File: src/rtl/pwm_ctrl_pkg.sv
// Shared definitions for the PWM ramp controller: FSM encoding and default widths.
package pwm_ctrl_pkg;

  localparam int DUTY_W_DEF  = 8;
  localparam int PERIOD_W_DEF = 16;

  typedef enum logic [1:0] {
    ST_IDLE = 2'd0,
    ST_RAMP = 2'd1,
    ST_DONE = 2'd2
  } state_t;

endpackage

File: src/rtl/ramp_tick_timer.sv
// Interval down-counter: loads a period, counts down while enabled and
// raises tick on the cycle the count is 1, reloading on that same edge.
module ramp_tick_timer #(
  parameter int W = 16
) (
  input  logic         clk,
  input  logic         rst_n,
  input  logic         load,
  input  logic [W-1:0] load_val,
  input  logic         enable,
  output logic         tick
);

  logic [W-1:0] count;

  assign tick = enable && (count == W'(1));

  always_ff @(posedge clk) begin
    if (!rst_n) begin
      count <= '0;
    end else if (load || tick) begin
      count <= load_val;
    end else if (enable) begin
      count <= count - W'(1);
    end
  end

endmodule

File: src/rtl/pwm_ramp_ctrl.sv
// Ramps a registered PWM duty value toward a requested target in fixed steps,
// one step every cfg_period clocks, with hold, abort and a completion pulse.
//
// Handshake: a request is taken on the rising edge where cfg_valid and
// cfg_ready are both high; cfg_ready is high only in IDLE, so requests made
// while busy are dropped rather than queued.
module pwm_ramp_ctrl
  import pwm_ctrl_pkg::*;
#(
  parameter int PERIOD_W = PERIOD_W_DEF,
  parameter int DUTY_W   = DUTY_W_DEF
) (
  input  logic                clk,
  input  logic                rst_n,
  input  logic                cfg_valid,
  output logic                cfg_ready,
  input  logic [DUTY_W-1:0]   cfg_target,
  input  logic [DUTY_W-1:0]   cfg_step,
  input  logic [PERIOD_W-1:0] cfg_period,
  input  logic                hold,
  input  logic                abort,
  output logic [DUTY_W-1:0]   pwm_duty_cycle,
  output logic                busy,
  output logic                done,
  output state_t              state_dbg
);

  state_t              state;
  logic [DUTY_W-1:0]   target_q;
  logic [DUTY_W-1:0]   step_q;
  logic [PERIOD_W-1:0] period_q;

  logic                accept;
  logic [DUTY_W-1:0]   eff_step;
  logic [PERIOD_W-1:0] eff_period;
  logic [PERIOD_W-1:0] timer_load_val;
  logic                timer_en;
  logic                tick;

  logic [DUTY_W:0]     duty_up;
  logic [DUTY_W:0]     duty_dn;
  logic [DUTY_W-1:0]   next_duty;

  assign accept     = cfg_valid && cfg_ready;
  assign eff_step   = (cfg_step == '0)   ? DUTY_W'(1)   : cfg_step;
  assign eff_period = (cfg_period == '0) ? PERIOD_W'(1) : cfg_period;

  assign timer_load_val = accept ? eff_period : period_q;
  assign timer_en       = (state == ST_RAMP) && !abort && !hold;
  assign state_dbg      = state;

  ramp_tick_timer #(.W(PERIOD_W)) u_timer (
    .clk      (clk),
    .rst_n    (rst_n),
    .load     (accept),
    .load_val (timer_load_val),
    .enable   (timer_en),
    .tick     (tick)
  );

  // One extra bit catches carry above the max code and borrow below zero.
  assign duty_up = {1'b0, pwm_duty_cycle} + {1'b0, step_q};
  assign duty_dn = {1'b0, pwm_duty_cycle} - {1'b0, step_q};

  always_comb begin
    next_duty = target_q;
    if (pwm_duty_cycle < target_q) begin
      if (duty_up < {1'b0, target_q}) next_duty = duty_up[DUTY_W-1:0];
    end else if (pwm_duty_cycle > target_q) begin
      if (!duty_dn[DUTY_W] && (duty_dn > {1'b0, target_q})) next_duty = duty_dn[DUTY_W-1:0];
    end
  end

  always_ff @(posedge clk) begin
    if (!rst_n) begin
      state          <= ST_IDLE;
      pwm_duty_cycle <= '0;
      target_q       <= '0;
      step_q         <= '0;
      period_q       <= '0;
      busy           <= 1'b0;
      done           <= 1'b0;
      cfg_ready      <= 1'b1;
    end else begin
      done <= 1'b0;
      case (state)
        ST_IDLE: begin
          if (accept) begin
            target_q  <= cfg_target;
            step_q    <= eff_step;
            period_q  <= eff_period;
            busy      <= 1'b1;
            cfg_ready <= 1'b0;
            if (cfg_target == pwm_duty_cycle) begin
              state <= ST_DONE;
              done  <= 1'b1;
            end else begin
              state <= ST_RAMP;
            end
          end
        end
        ST_RAMP: begin
          if (abort) begin
            state     <= ST_IDLE;
            busy      <= 1'b0;
            cfg_ready <= 1'b1;
          end else if (tick) begin
            pwm_duty_cycle <= next_duty;
            if (next_duty == target_q) begin
              state <= ST_DONE;
              done  <= 1'b1;
            end
          end
        end
        ST_DONE: begin
          state     <= ST_IDLE;
          busy      <= 1'b0;
          cfg_ready <= 1'b1;
        end
        default: begin
          state     <= ST_IDLE;
          busy      <= 1'b0;
          cfg_ready <= 1'b1;
        end
      endcase
    end
  end

endmodule

File: config.mk
export PLATFORM = sky130hd
export DESIGN_NAME = pwm_ramp_ctrl
export DESIGN_NICKNAME = d
export VERILOG_FILES = /design/src/rtl/pwm_ctrl_pkg.sv /design/src/rtl/ramp_tick_timer.sv /design/src/rtl/pwm_ramp_ctrl.sv
export SDC_FILE = /design/constraint.sdc
export NUM_CORES = 1
export LEC_CHECK = 0
export CAP_MARGIN = 0
export CELL_PAD_IN_SITES_DETAIL_PLACEMENT = 0
export CELL_PAD_IN_SITES_GLOBAL_PLACEMENT = 1
export CORE_ASPECT_RATIO = 0.75
export CORE_MARGIN = 2
export CORE_UTILIZATION = 30
export CTS_BUF_LIST = sky130_fd_sc_hd__clkbuf_16
export DETAILED_ROUTE_END_ITERATION = 16
export GPL_TIMING_DRIVEN = 0
export HOLD_SLACK_MARGIN = 0.06
export PLACE_DENSITY_LB_ADDON = 0.1
export SYNTH_ARGS = -nofsm -noshare
export SYNTH_HDL_FRONTEND = slang
export SYNTH_SLANG_ARGS = --single-unit
export TNS_END_PERCENT = 10
File: constraint.sdc
create_clock -name clk -period 6.59 [get_ports clk]
set_input_delay 0.9885 -clock clk [delete_from_list [all_inputs] [get_ports clk]]
set_output_delay 0.9885 -clock clk [all_outputs]
set_load 0.02 [all_outputs]
==> key figures, run 1 <==
STA
  – Top achievable clock speed: 0.209 GHz
  – Final count of hold timing violations: 0
  – Setup TNS: 0 ns
  – WHS: 0.454 ns
  – Min cycle time layout: 4.79 ns
  – Unrepaired setup endpoints after global routing: false
  – Final setup fails: 0
  – Rel. slew slack: 36.6%
  – Slew Viols, Final: 0
  – Clk_skew: 0.00806 ns
  – Period utilisation layout: slightly above 70%
  – Tightest Pin Transition: 0.943 ns

Final layout
  – Final Non-Filler Cells: 865
  – Area Overhead vs Synth: 22.3%
  – Layout cells sized above 1: 6.97%
  – N_diodes: 0
  – Final #Nets: 735

CTS
  – CTS H-tree depth: 3
  – Worst skew pair latency: 0.33 ns
  – Clock buffer count from CTS: 9
  – Post-CTS sizing: 0
  – Post-CTS setup buffers: 0
  – Root Buffer: clkbuf_16
  – Post-CTS Hold Buffers: 0
  – Clk buf depth: 2
  – CTS tree: done
  – Clk sinks: 61
  – Clock slew at reported path FFs: 0.06 ns

Logic synthesis
  – Post-synthesis adder-cell area fraction: 12.0%
  – Largest family of logic cells by synthesized area: compound AO/OA/AOI/OAI gates
  – Mux share of post-synthesis cell area: 0.541%
  – Average size of a mapped cell: just under 8 µm²
  – Seq cells post-synth: 61
  – Simple-Gate Fraction of Synth Area: 23.9%
  – Synth Instances: between 500 and 600
  – Post-synth cell types: between 70 and 80
  – Post-synth EDFFs: 0
  – Post-synth ARST share: 0%
  – Synth Area in XOR/XNOR: 5.95%
  – Mapped cell area: roughly 0.0046 mm²
  – Yosys warns: 0
  – Register area share after synthesis: 26.4%
  – Net count after synthesis: 675
  – Post-synth top flop: dfxtp_1
  – Synth Area in Compound Gates: a little over a quarter

Place
  – Placed insts: 849
  – Final HPWL DP: about 13000 µm
  – Gpl congestion: about 0.86
  – Port buffer count: 49

Floorplan
  – Die Area: 0.0164 mm²
  – I/O pins: 50
  – Chip Width: ~150 µm
  – Core region area: about 0.015 mm²
  – Site Rows: 39
  – Initial Utilization: 30.5%
  – Chip Height: 112 µm

Worst setup path
  – Largest delay share family, worst path: compound AO/OA/AOI/OAI gates
  – CP required: 6.81 ns
  – Worst path slowest cell: dfxtp_1
  – CP startpoint kind: flip-flop
  – Register-to-Register Setup Slack: between 1.5 and 2 ns
  – CP max FO: 8
  – Critical path class: reg2reg
  – CP Cell Sequence: inv_1 > fa_1 > o21bai_1 > a21oi_2 > o311ai_2 > ha_1 > a21o_1 > a2111oi_2 > o221a_2 > nor3b_2 > nor3_1 > nor4_1 > o221ai_2 > a41o_1
  – CP max stage delay: 0.56 ns
  – Crit path buffers/inverters: 1
  – Crit path DAT: 5.01 ns
  – Crit. End Element: flip-flop

Power
  – Total power: 1.33 mW
  – Power Density: ~240 mW/mm²
  – Leakage power: about 2.1 nW
  – Maximum VDD drop: between 100 and 150 µV

Drt
  – Drt drc: 0
  – Total Wirelength: ~16000 µm
  – Routed len/inst: 19.0 µm
  – First drt pass iteration count: 5
  – Via Count: about 4600
  – Routed Antenna Nets: 0
  – Initial drt markers: 305
  – Via density: 5.29

Outcome
  – Outcome: complete, no violations

GRT
  – Vias in the first global route: a little over 4000
  – First-pass GRT wire length: 24900 µm
  – Antenna violations before repair: 0
  – Total Routing Usage GR: 20.0%
  – Grt ovf: 0
  – Pin count of the biggest net entering global routing: 11

Worst hold path
  – HP Class: reg2reg

Flow run
  – Max cap viols: 0
## stage by stage
stage          setup WS (ns)  utilization [%]  cell area, µm²
6_report                1.80             37.3            5660
5_1_grt                 1.55             37.3            5660
4_1_cts                 1.85             37.3            5660
3_5_place_dp            1.86             35.4            5370
3_3_place_gp            1.90             35.4            5370
2_1_floorplan           2.54                -            4620
## flip-flops by register name, summed over array words and instances (netlist names)
name            flops
u_timer.count      16
step_q              8
period_q           16
done                1
target_q            8
state_dbg           2
busy                1
cfg_ready           1
pwm_duty_cycle      8
## layout by cell type (no fill, tap or decap), drive strengths merged, types with 9 or more instances in the layout
master         synthesis  layout
nand2                104     104
a21oi                 69      69
dfxtp                 61      61
clkdlybuf4s50          0      49
nor2                  44      44
ha                    41      41
o21ai                 33      33
inv                   28      30
clkbuf                20      29
nor3                  16      16
xor2                  15      15
a211oi                13      13
xnor2                 13      13
nand3                 12      12
nor4                  11      11
o211ai                 9       9
## per-layer routing
metal / track usage, % / wire length (µm) / vias up / share of wire (%)
met5: 0 / 0 / - / 0
met4: 4.10 / 136 / 0 / 0.83
met3: 3.73 / 937 / 10 / 5.7
met2: 26.0 / 6100 / 119 / 37
met1: 33.1 / 9230 / 2175 / 56
li1: - / - / 2269 / -
## logic make-up (layout without fill, tap and decap cells)
group	count (synthesis)	after routing
AND/OR/NAND/NOR	231	231
buffers and inverters	55	120
multiplexers	2	2
AO/OA/AOI/OAI	174	174
adder cells (fa/ha/maj)	43	43
flip-flops	61	61
XOR/XNOR	29	29
## worst paths after layout
kind | to | cells after the start | start
hold / removal | period_q[15] | 2 | period_q[15]
setup reg to reg | state_dbg[0] | 14 | pwm_duty_cycle[1]
setup / recovery | state_dbg[0] | 14 | pwm_duty_cycle[1]
hold reg to reg | period_q[15] | 2 | period_q[15]
## cell type report
cell class              instances  area (µm²)
plain buffers                  26         120
clock buffers                   9         225
clock inverters                 7        58.8
fillers                      1583        9520
inverters                      29         109
multi-input cells             479        3170
flip-flops and latches         61        1220
well taps                     205         256
repair buffers                 49         490
## report_power, final
| group | switching, mW | internal, mW | leakage [nW] |
|---|---|---|---|
| logic | 0.265 | 0.184 | 1.48 |
| clock network | 0.173 | 0.287 | 0.145 |
| registers | 0.0279 | 0.395 | 0.499 |
| total | 0.465 | 0.865 | 2.13 |
## synthesized netlist by cell type, types with 9 or more instances
master    instances  share of area [%]
nand2_1         104                8.4
a21oi_1          68                7.4
dfxtp_1          61                 26
nor2_1           43                3.5
ha_1             41                 11
o21ai_0          30                3.2
inv_1            26                2.1
clkbuf_1         20                1.6
nor3_1           16                1.7
xor2_1           14                2.7
a211oi_1         13                2.1
xnor2_1          13                2.5
nand3_1          12                1.3
nor4_1           10                1.4
o211ai_1          9                1.5
## worst register-to-register path: cells and delay by family, from the launching register on
family                   cells  cell delay, ns
buffers and inverters        1            0.12
AO/OA/AOI/OAI                8            2.25
adder cells (fa/ha/maj)      2            0.83
AND/OR/NAND/NOR              3            0.92
flip-flops                   1            0.56
No activity file was read; power rests on OpenSTA's default activity.
==> run 2: changes to the inputs <==
Clock period 6.59 ns to 4.9 ns, I/O delays scaled along.
==> key figures, run 2 (synthesis gave the netlist of run 1 again) <==
Worst setup path
  – Crit path DAT: 4.88 ns
  – CP required: 5.12 ns
  – Worst Reg-to-Reg Cells: 15
  – Worst R2R End: state_dbg[0]
  – CP max FO: 6
  – Register-to-Register Setup Slack: ~0.24 ns
  – CP startpoint kind: flip-flop
  – Critical path class: reg2reg
  – FF-to-FF Start: pwm_duty_cycle[0]
  – Crit path launch: pwm_duty_cycle[0]
  – Crit. End Element: flip-flop

Outcome
  – Outcome: complete, no violations

Drt
  – Drt drc: 0
  – First drt pass iteration count: 5
  – Via Count: 4562
  – Via density: 5.27
  – Routed Antenna Nets: 0
  – Initial drt markers: 311
  – Routed len/inst: 19.0 µm
  – Total Wirelength: 16400 µm

CTS
  – Clock buffer count from CTS: 9
  – Post-CTS setup buffers: 0
  – Post-CTS sizing: 0
  – Clk buf depth: 2
  – Worst skew pair latency: 0.33 ns
  – CTS tree: done
  – Clock slew at reported path FFs: approximately 0.06 ns
  – Root Buffer: clkbuf_16
  – CTS H-tree depth: 3
  – Clk sinks: 61
  – Post-CTS Hold Buffers: 0

STA
  – Rel. slew slack: 34.1%
  – Setup TNS: 0 ns
  – Setup ws final: 0.242 ns
  – Clk_skew: slightly above 0.008 ns
  – Tightest Pin Transition: 0.980 ns
  – Slew Viols, Final: 0
  – Min cycle time layout: ~4.7 ns
  – Period utilisation layout: 95.1%
  – Top achievable clock speed: 0.215 GHz
  – Unrepaired setup endpoints after global routing: false
  – Final setup fails: 0
  – Final count of hold timing violations: 0

Floorplan
  – Initial Utilization: between 30 and 40%
  – Core region area: 0.0152 mm²
  – Chip Width: roughly 150 µm
  – I/O pins: 50
  – Die Area: 0.0164 mm²
  – Site Rows: 39
  – Chip Height: 112 µm

GRT
  – Grt ovf: 0
  – Vias in the first global route: slightly above 4000
  – Total Routing Usage GR: 20.0%
  – Antenna violations before repair: 0
  – Pin count of the biggest net entering global routing: 11
  – First-pass GRT wire length: approximately 25000 µm

Worst hold path
  – Hold_sp: period_q[15]
  – HP Class: reg2reg
  – Hold Path Depth: 2
  – WHS Endpoint: period_q[15]

Flow run
  – Max cap viols: 0

Place
  – Gpl congestion: 0.859
  – Dpl ws: 0.174 ns
  – Final HPWL DP: 13100 µm
  – Port buffer count: 49

Power
  – Power Density: 317 mW/mm²
  – Maximum VDD drop: 167 µV
  – Leakage power: ~2.1 nW
  – Total power: 1.79 mW

Final layout
  – Most common cell after layout, fill and taps aside: nand2_1
  – Largest registers: period_q (16), u_timer.count (16)
  – Area Overhead vs Synth: 22.5%
  – Commonest non-fill, non-tap cells in the layout: 104 x nand2_1, 68 x a21oi_1, 60 x dfxtp_1, 49 x clkdlybuf4s50_1, 43 x nor2_1
  – Final #Nets: 735
  – N_diodes: 0
  – Layout cells sized above 1: roughly 7.1%
## run 2: cell types whose count changed in the layout (fill, tap and decap cells not counted)
| cell | before | now |
|---|---|---|
| nor3b_2 | 1 | 0 |
| dfxtp_2 | 0 | 1 |
| dfxtp_1 | 61 | 60 |
| nor3b_4 | 0 | 1 |
## run 2: area by class of cell
cell class                 instances  area [µm²]
tap                              205         256
timing repair buffer              49         490
inverter                          29         109
clock buffer                       9         225
fill                            1583        9510
sequential                        61        1220
buffer                            26         120
multi-input combinational        479        3180
clock inverter                     7        58.8
## run 2: how the worst max path moves through the flow
stage                     slack (ns)           end
after global routing            0.02  state_dbg[0]
after detailed placement        0.17  state_dbg[0]
after global placement          0.21  state_dbg[0]
final                           0.24  state_dbg[0]
after floorplan                 0.85  state_dbg[0]
after CTS                       0.16  state_dbg[0]
## run 2: worst max-delay path: stages (launching register included)
cell	delay (ns)
dfxtp_1	0.43
ha_1	0.22
inv_1	0.06
fa_1	0.43
o21bai_1	0.29
a21oi_2	0.17
o311ai_2	0.45
ha_1	0.33
a21o_1	0.17
a2111oi_2	0.39
o221a_2	0.32
nor3b_4	0.32
nor3_1	0.08
nor4_1	0.43
o221ai_2	0.21
a41o_1	0.26
## run 2: per-stage QoR
stage,utilization [%],area [µm²],std cells,hold slack [ns]
floorplan,-,4620,595,0.433
global placement,35.4,5370,849,0.442
detailed placement,35.4,5370,849,0.448
CTS,37.3,5660,865,0.456
global route,37.3,5660,865,0.481
finish,37.3,5660,865,0.456
## run 2: report_power, final
group	total, mW	switching, mW	internal [mW]
clock	0.618	0.232	0.386
sequential	0.569	0.0377	0.531
combinational	0.607	0.357	0.250
total	1.79	0.627	1.17
## run 2: routing by layer
metal | wire length [µm] | vias up | track usage [%]
met5 | 0 | - | 0
met4 | 145 | 0 | 4.10
met3 | 922 | 10 | 3.73
met2 | 6080 | 120 | 26.0
met1 | 9270 | 2168 | 33.1
li1 | - | 2264 | -
==> run 3: changes to the inputs <==
Settings changed: CORE_MARGIN 2 to 1.5, SKIP_LAST_GASP from default to 1.
==> key figures, run 3 (synthesis gave the netlist of run 1 again) <==
Final layout
  – Commonest non-fill, non-tap cells in the layout: 104 x nand2_1, 68 x a21oi_1, 60 x dfxtp_1, 49 x clkdlybuf4s50_1, 43 x nor2_1
  – Most common cell after layout, fill and taps aside: nand2_1
  – Final cell utilization of the core: 37.3%
  – Area Overhead vs Synth: 22.1%
  – Area occupied by multi-input gates: approximately 0.0032 mm²
  – Fill count: between 1500 and 2000
  – Largest registers: period_q (16), u_timer.count (16)
  – Storage cell area: 0.00122 mm²
  – Final #Nets: about 740
  – Layout cells sized above 1: 7.27%
  – N_diodes: 0

Worst setup path
  – Worst path slowest cell: a2111oi_0
  – Crit. End Element: flip-flop
  – Critical path class: reg2reg
  – CP max FO: 7
  – Most frequent CP cell: ha_1
  – Register-to-Register Setup Slack: 0.24 ns
  – Crit path DAT: 4.88 ns
  – CP startpoint kind: flip-flop
  – CP max stage delay: 0.66 ns
  – Largest delay share family, worst path: compound AO/OA/AOI/OAI gates
  – CP required: 5.12 ns
  – Crit path buffers/inverters: 1
  – CP Cell Sequence: ha_1 > buf_6 > and2b_1 > a2111oi_0 > o22ai_1 > xor2_1 > ha_1 > nand3_1 > or3_1 > o221a_2 > or3b_4 > o32ai_2 > a2111oi_4 > o221ai_2 > a41o_1

CTS
  – Root Buffer: clkbuf_16
  – CTS tree: done
  – Clock buffer count from CTS: 9
  – Worst skew pair latency: roughly 0.33 ns
  – Clk buf depth: 2
  – Post-CTS setup buffers: 0
  – CTS H-tree depth: 3
  – Clk sinks: 61
  – Clock slew at reported path FFs: approximately 0.060 ns

Power
  – Power Density: roughly 310 mW/mm²
  – Clock power share: approximately 33%
  – Leakage power: ~2.1 nW
  – Sequential Power Share: between 30% and 40%
  – Combinational share of power: between 30% and 40%
  – Net switching power: 0.638 mW
  – Int Pwr: approximately 1.1 mW
  – Maximum VDD drop: approximately 200 µV
  – Sw Ratio: 36.4%

STA
  – Slew Viols, Final: 0
  – Unrepaired setup endpoints after global routing: false
  – Min cycle time layout: 4.66 ns
  – Period utilisation layout: 95.1%
  – Final setup fails: 0
  – Rel. slew slack: a little over a third
  – Clk_skew: 0.00806 ns
  – Tightest Pin Transition: 0.943 ns
  – WHS: ~0.45 ns
  – Setup TNS: 0 ns
  – Final count of hold timing violations: 0
  – Top achievable clock speed: 0.215 GHz

GRT
  – Grt ovf: 0
  – Pin count of the biggest net entering global routing: 11
  – Antenna violations before repair: 0
  – First-pass GRT wire length: 25300 µm
  – Total Routing Usage GR: between 20% and 30%
  – Vias in the first global route: 4256

Flow run
  – Max cap viols: 0

Place
  – Gpl congestion: 0.851
  – Final HPWL DP: 13000 µm
  – Port buffer count: 49

Drt
  – First drt pass iteration count: 4
  – Total Wirelength: 16500 µm
  – Initial drt markers: around 350
  – Routed len/inst: approximately 19 µm
  – Drt drc: 0
  – Via Count: 4589
  – Via density: around 5.3
  – Routed Antenna Nets: 0

Floorplan
  – Die Area: 0.0162 mm²
  – Site Rows: 39
  – Chip Height: 111 µm
  – Core region area: 0.0151 mm²
  – I/O pins: 50
  – Initial Utilization: 30.6%
  – Chip Width: 146 µm

Outcome
  – Outcome: complete, no violations

Worst hold path
  – HP Class: reg2reg
==> run 3: cell types whose count changed in the layout (fill, tap and decap cells not counted), sizes merged <==
cell,change
clkinv,+2
bufinv,-1
inv,-1
==> run 3: path summary, 6_finish.rpt <==
check | startpoint | cells after the start | end
min | period_q[15] | 2 | period_q[15]
max reg2reg | pwm_duty_cycle[2] | 15 | state_dbg[0]
min reg2reg | period_q[15] | 2 | period_q[15]
max | pwm_duty_cycle[2] | 15 | state_dbg[0]
==> run 3: layout make-up <==
class | instances | area share (%)
Clock inverter | 7 | 0.599
Timing Repair Buffer | 49 | 8.69
Inverter | 29 | 1.93
Tap cell | 205 | 4.54
Clock buffer | 9 | 3.99
Multi-Input combinational cell | 479 | 56.5
Buffer | 26 | 2.13
Sequential cell | 61 | 21.7
==> run 3: per-layer routing <==
metal / vias up / part of all wire, % / global-route usage [%]
met5: - / 0 / 0
met3: 6 / 4.9 / 3.68
met4: 0 / 0.54 / 3.84
li1: 2262 / - / -
met1: 2200 / 57 / 34.7
met2: 121 / 38 / 26.3
==> run 3: power groups by stage <==
stage	sequential (mW)	combinational (mW)	clock (mW)
4_1_cts	0.567	0.599	0.582
6_report	0.568	0.612	0.573
2_1_floorplan	0.569	0.416	0
3_5_place_dp	0.578	0.596	0
5_1_grt	0.572	0.669	0.603
3_3_place_gp	0.577	0.591	0
==> run 3: repair_timing <==
action,in CTS,in global routing
endpoints found under the setup margin,0,3
resized for setup,0,3
hold buffers,0,0
==> run 3: stage by stage <==
stage / instances / instance area (µm²) / setup slack (ns) / power (mW)
4_1_cts: 865 / 5630 / 0.0835 / 1.75
3_5_place_dp: 849 / 5370 / 0.106 / 1.17
2_1_floorplan: 595 / 4620 / 0.848 / 0.984
3_3_place_gp: 849 / 5370 / 0.216 / 1.17
6_report: 865 / 5640 / 0.240 / 1.75
5_1_grt: 865 / 5640 / 0.0409 / 1.84
==> run 3: worst min-delay path, cell delays in order (launching register included) <==
cell and delay [ns]:
dfxtp_1 0.30, nand2_1 0.05, a21oi_1 0.05
==> RTL edit 1, RTL diff (settings of run 2) <==
Register the input `cfg_target` before use, with the module's reset. The logic sees it one clock later. The other inputs are not delayed to match.
--- a/src/rtl/pwm_ramp_ctrl.sv
+++ b/src/rtl/pwm_ramp_ctrl.sv
@@ -25,4 +25,14 @@
   output state_t              state_dbg
 );
+
+  logic [DUTY_W-1:0] cfg_target_q;
+
+  always_ff @(posedge clk) begin
+    if (!rst_n) begin
+      cfg_target_q <= '0;
+    end else begin
+      cfg_target_q <= cfg_target;
+    end
+  end
 
   state_t              state;
@@ -87,10 +97,10 @@
         ST_IDLE: begin
           if (accept) begin
-            target_q  <= cfg_target;
+            target_q  <= cfg_target_q;
             step_q    <= eff_step;
             period_q  <= eff_period;
             busy      <= 1'b1;
             cfg_ready <= 1'b0;
-            if (cfg_target == pwm_duty_cycle) begin
+            if (cfg_target_q == pwm_duty_cycle) begin
               state <= ST_DONE;
               done  <= 1'b1;
Check against the original RTL: not equivalent (Yosys sat finds a counterexample within 4 cycles, from zero or initial values and one cycle with rst_n low).
==> RTL edit 1 against run 2 <==
  * Global-route usage up 0.088 points
  * Total power up 3.2%
  * Synthesized area up 3.2%
  * Worst setup slack better by 0.060 ns
  * Design area up 3.4%
  * Sequential share of layout area up 2.0 points
  * Sequential cell count up 8
  * Critical endpoint unchanged
  * Sequential power up 11%
  * Non-clock buffer count up 4
  * Count of clock-buffer cells in the layout unchanged
  * Wire length down 0.19%
  * Largest power group unchanged
==> RTL edit 1: results (changes against run 2) <==
Setup path
  – Reg-to-Reg Start: pwm_duty_cycle[2]$_SDFFE_PN0P_
  – Reg2reg path depth: 16 (+1)
  – Reg2Reg Setup Slack: 0.30 ns (+0.06 ns)
  – Setup Crit Path Kind: reg2reg
  – Peak per-stage delay on the critical path: 0.60 ns (+0.15 ns)
  – Worst path arrival time: 4.83 ns (-0.05 ns)
  – CP max-delay cell: nor4b_2
  – Peak fanout along the critical path: 8 (+2)

Min path
  – Hold path start: period_q[9]$_SDFFE_PN0P_
  – Worst Hold End: period_q[9]$_SDFFE_PN0P_
  – Worst hold stages: 2 (unchanged)

Clocking
  – CTS root buf: clkbuf_16
  – Post-cts resize count: 1 (+1)

Timing
  – Tcrit/Tclk final: 93.8% (-1.2 points)
  – Clock Skew: 0.00967 ns (+0.00158 ns)
  – Max transition margin: 52.7% (+19 points)

Route
  – Drt wl/cell: 18.7 um (-1.3%)
  – Met3 WL: 761 um (-17%)
  – DRT met1 WL: 9.39 mm (+1.2%)
  – 1st-iter DRT viols: 383 (+23%)
  – DR WL met2: 6.06 mm (-0.33%)
  – Vias per cell: 5.31 (+0.74%)

Cells and area
  – Fillers: 1613 (+1.9%)
  – Final #Nets: 745 (+1.4%)
  – Proportion of layout cells with a drive suffix above 1: 6.72% (-0.40 points)
  – Final std cells w/o fill: 875 (+1.2%)

Global route
  – Via count of the first global-routing pass: 4467 (+7.5%)
  – Met2 usage: 26.4% (+0.38 points)
  – First-pass GRT wire length: 25.8 mm (+3.6%)
  – Largest net degree at the start of global routing: 14 (+3)
  – Total GRT Usage: 20.1% (+0.088 points)
  – Grt met3 use: 3.39% (-0.34 points)
  – GR met1 Demand/Resource: 33.4% (+0.32 points)

Synthesis
  – Post-synth cell types: 64 (-19%)
  – Commonest cells in the netlist: nand2_1, dfxtp_1, a21oi_1, nor2_1, ha_1
  – Synth Instances: 605 (+1.7%)
  – Area contributors post-synth: dfxtp_1, ha_1, nand2_1
  – Sequential element share of the synthesized area: 28.9% (+2.5 points)
  – Net count after synthesis: 685 (+1.5%)

Place
  – Post-DP HPWL: 13.3 mm (+1.7%)
  – GPL Wtd Cong: 0.873 (+1.7%)
  – Placed instance count: 859 (+1.2%)
  – Place WS: 0.0150 ns (-0.159 ns)

Power and ir drop
  – Worst vdd ir: 0.179 mV (+7.1%)
  – Comb power: 0.507 mW (-16%)
  – Sequential Power: 0.632 mW (+11%)
  – Power density cells: 316 nW/um^2 (-0.28%)
  – P_sw: 0.597 mW (-4.7%)
  – LEAKAGE: 2.26 nW (+5.9%)

Run status
  – Outcome: finished, final reports clean
-- RTL edit 1: cell families (layout without fill, tap and decap cells) --
kind of cell	Yosys count	after routing	share of synthesized area (%)
mux	1	1	0.210
simple gates	228	228	23.4
compound gates	158	158	22.7
xor+xnor	39	39	7.16
flops	69	69	28.9
fa+ha+maj	43	43	11.6
buf+inv	67	132	5.98
-- RTL edit 1: area by class of cell --
type / instances / area, um^2 / area share [%]
Buffer: 30 / 146 / 2.50
Clock buffer: 9 / 225 / 3.84
Clock inverter: 7 / 98.8 / 1.69
Inverter: 37 / 139 / 2.37
Multi-Input combinational cell: 469 / 3120 / 53.2
Sequential cell: 69 / 1380 / 23.6
Tap cell: 205 / 256 / 4.38
Timing Repair Buffer: 49 / 490 / 8.37
-- RTL edit 1: stage by stage --
step                hold WS (ns)  instance area, um^2
finish                     0.458                 5860
global route               0.480                 5860
CTS                        0.455                 5850
detailed placement         0.446                 5520
global placement           0.444                 5520
floorplan                  0.436                 4770
==> RTL edit 2, RTL diff (config.mk and constraints of run 2) <==
Without the edit above. Set the package constant `DUTY_W_DEF` to 10 (it was 8).
--- a/src/rtl/pwm_ctrl_pkg.sv
+++ b/src/rtl/pwm_ctrl_pkg.sv
@@ -2,5 +2,5 @@
 package pwm_ctrl_pkg;
 
-  localparam int DUTY_W_DEF  = 8;
+  localparam int DUTY_W_DEF  = 10;
   localparam int PERIOD_W_DEF = 16;
 
Interface: changed (resized cfg_step, cfg_target and pwm_duty_cycle); port bits go from 50 to 56. No check against the original RTL was run, so the function may have changed too.
==> RTL edit 2 against run 2 <==
  * Synthesized area is 19% higher
  * Sequential cell count is 6 higher
  * Design area is 19% higher
  * Worst setup slack worse by 0.043 ns
  * Largest power group unchanged
  * Highest routed layer unchanged
  * Die area is 19% higher
  * Wire length is 25% higher
  * Critical path type unchanged
  * Total power is 9.2% higher
==> RTL edit 2: results (changes against run 2) <==
Cells and area
  – Final #Nets: 880 (+20%)
  – Proportion of layout cells with a drive suffix above 1: 6.45% (-0.67 points)

Timing
  – Worst hold slack: 0.469 ns (+0.0130 ns)
  – Clock Skew: 0.0105 ns (+0.00240 ns)
  – Max frequency: 213 MHz (-0.91%)

Clocking
  – Post-cts resize count: 3 (+3)

Place
  – Place WS: -0.0991 ns (-0.273 ns)
  – Placed instance count: 1018 (+20%)
  – Post-DP Area: 6380 um^2 (+19%)
  – Post-DP HPWL: 16.3 mm (+25%)
  – PortBufs: 55 (+12%)
  – GPL Wtd Cong: 0.847 (-1.3%)

Global route
  – First-pass GRT wire length: 31.2 mm (+25%)
  – Via count of the first global-routing pass: 5212 (+25%)
  – Total GRT Usage: 21.2% (+1.2 points)
  – Largest net degree at the start of global routing: 13 (+2)

Run status
  – Outcome: finished, final reports clean

Synthesis
  – Area contributors post-synth: dfxtp_1, ha_1, nand2_1
  – Net count after synthesis: 815 (+21%)
  – Compound-Gate Fraction of Synth Area: 26.7% (+0.33 points)
  – Commonest cells in the netlist: nand2_1, dfxtp_1, ha_1
  – Xor/xnor share of the synthesized area: 6.43% (+0.48 points)
  – Sequential element share of the synthesized area: 24.3% (-2.1 points)
  – Post-synthesis area per instance: 7.66 um^2 (-1.4%)
  – Post-synthesis mux area share: 0% (-0.54 points)

Power and ir drop
  – LEAKAGE: 2.58 nW (+21%)

Route
  – 1st-iter DRT viols: 468 (+50%)
  – Drt wl/cell: 19.9 um (+4.8%)
  – Final wirelength: 20.6 mm (+25%)

Setup path
  – CP max-delay cell: ha_1
  – Peak fanout along the critical path: 9 (+3)
  – Worst path arrival time: 4.92 ns (+0.04 ns)
  – Peak per-stage delay on the critical path: 0.50 ns (+0.05 ns)
  – Setup crit start: step_q[4]$_SDFFE_PN0P_
  – Reg2reg path depth: 17 (+2)

Min path
  – Hold path start: period_q[4]$_SDFFE_PN0P_
  – Worst Hold End: period_q[4]$_SDFFE_PN0P_
RTL edit 2: report_power, final:
group	internal (mW)	leakage (nW)	switching, mW
Clock	0.443	0.147	0.258
Sequential	0.578	0.549	0.0359
Combinational	0.257	1.88	0.387
Total	1.28	2.58	0.681
RTL edit 2: per-layer routing:
metal	vias up	track usage [%]	wire, um
met1	2694	34.8	11400
li1	2725	-	-
met3	18	5.19	1380
met4	0	4.24	201
met5	-	0	0
met2	200	26.8	7560
RTL edit 2: cell type report:
| class | instances | area (um^2) |
|---|---|---|
| plain buffers | 37 | 170 |
| inverters | 41 | 154 |
| well taps | 242 | 303 |
| multi-input cells | 575 | 3920 |
| fillers | 1889 | 11100 |
| clock buffers | 9 | 225 |
| flip-flops and latches | 67 | 1340 |
| clock inverters | 7 | 92.6 |
| repair buffers | 55 | 551 |
RTL edit 2: tightest hold or removal path, stage by stage (launching register included):
cell      delay, ns
dfxtp_1        0.31
nand2_1        0.05
a21boi_0       0.06
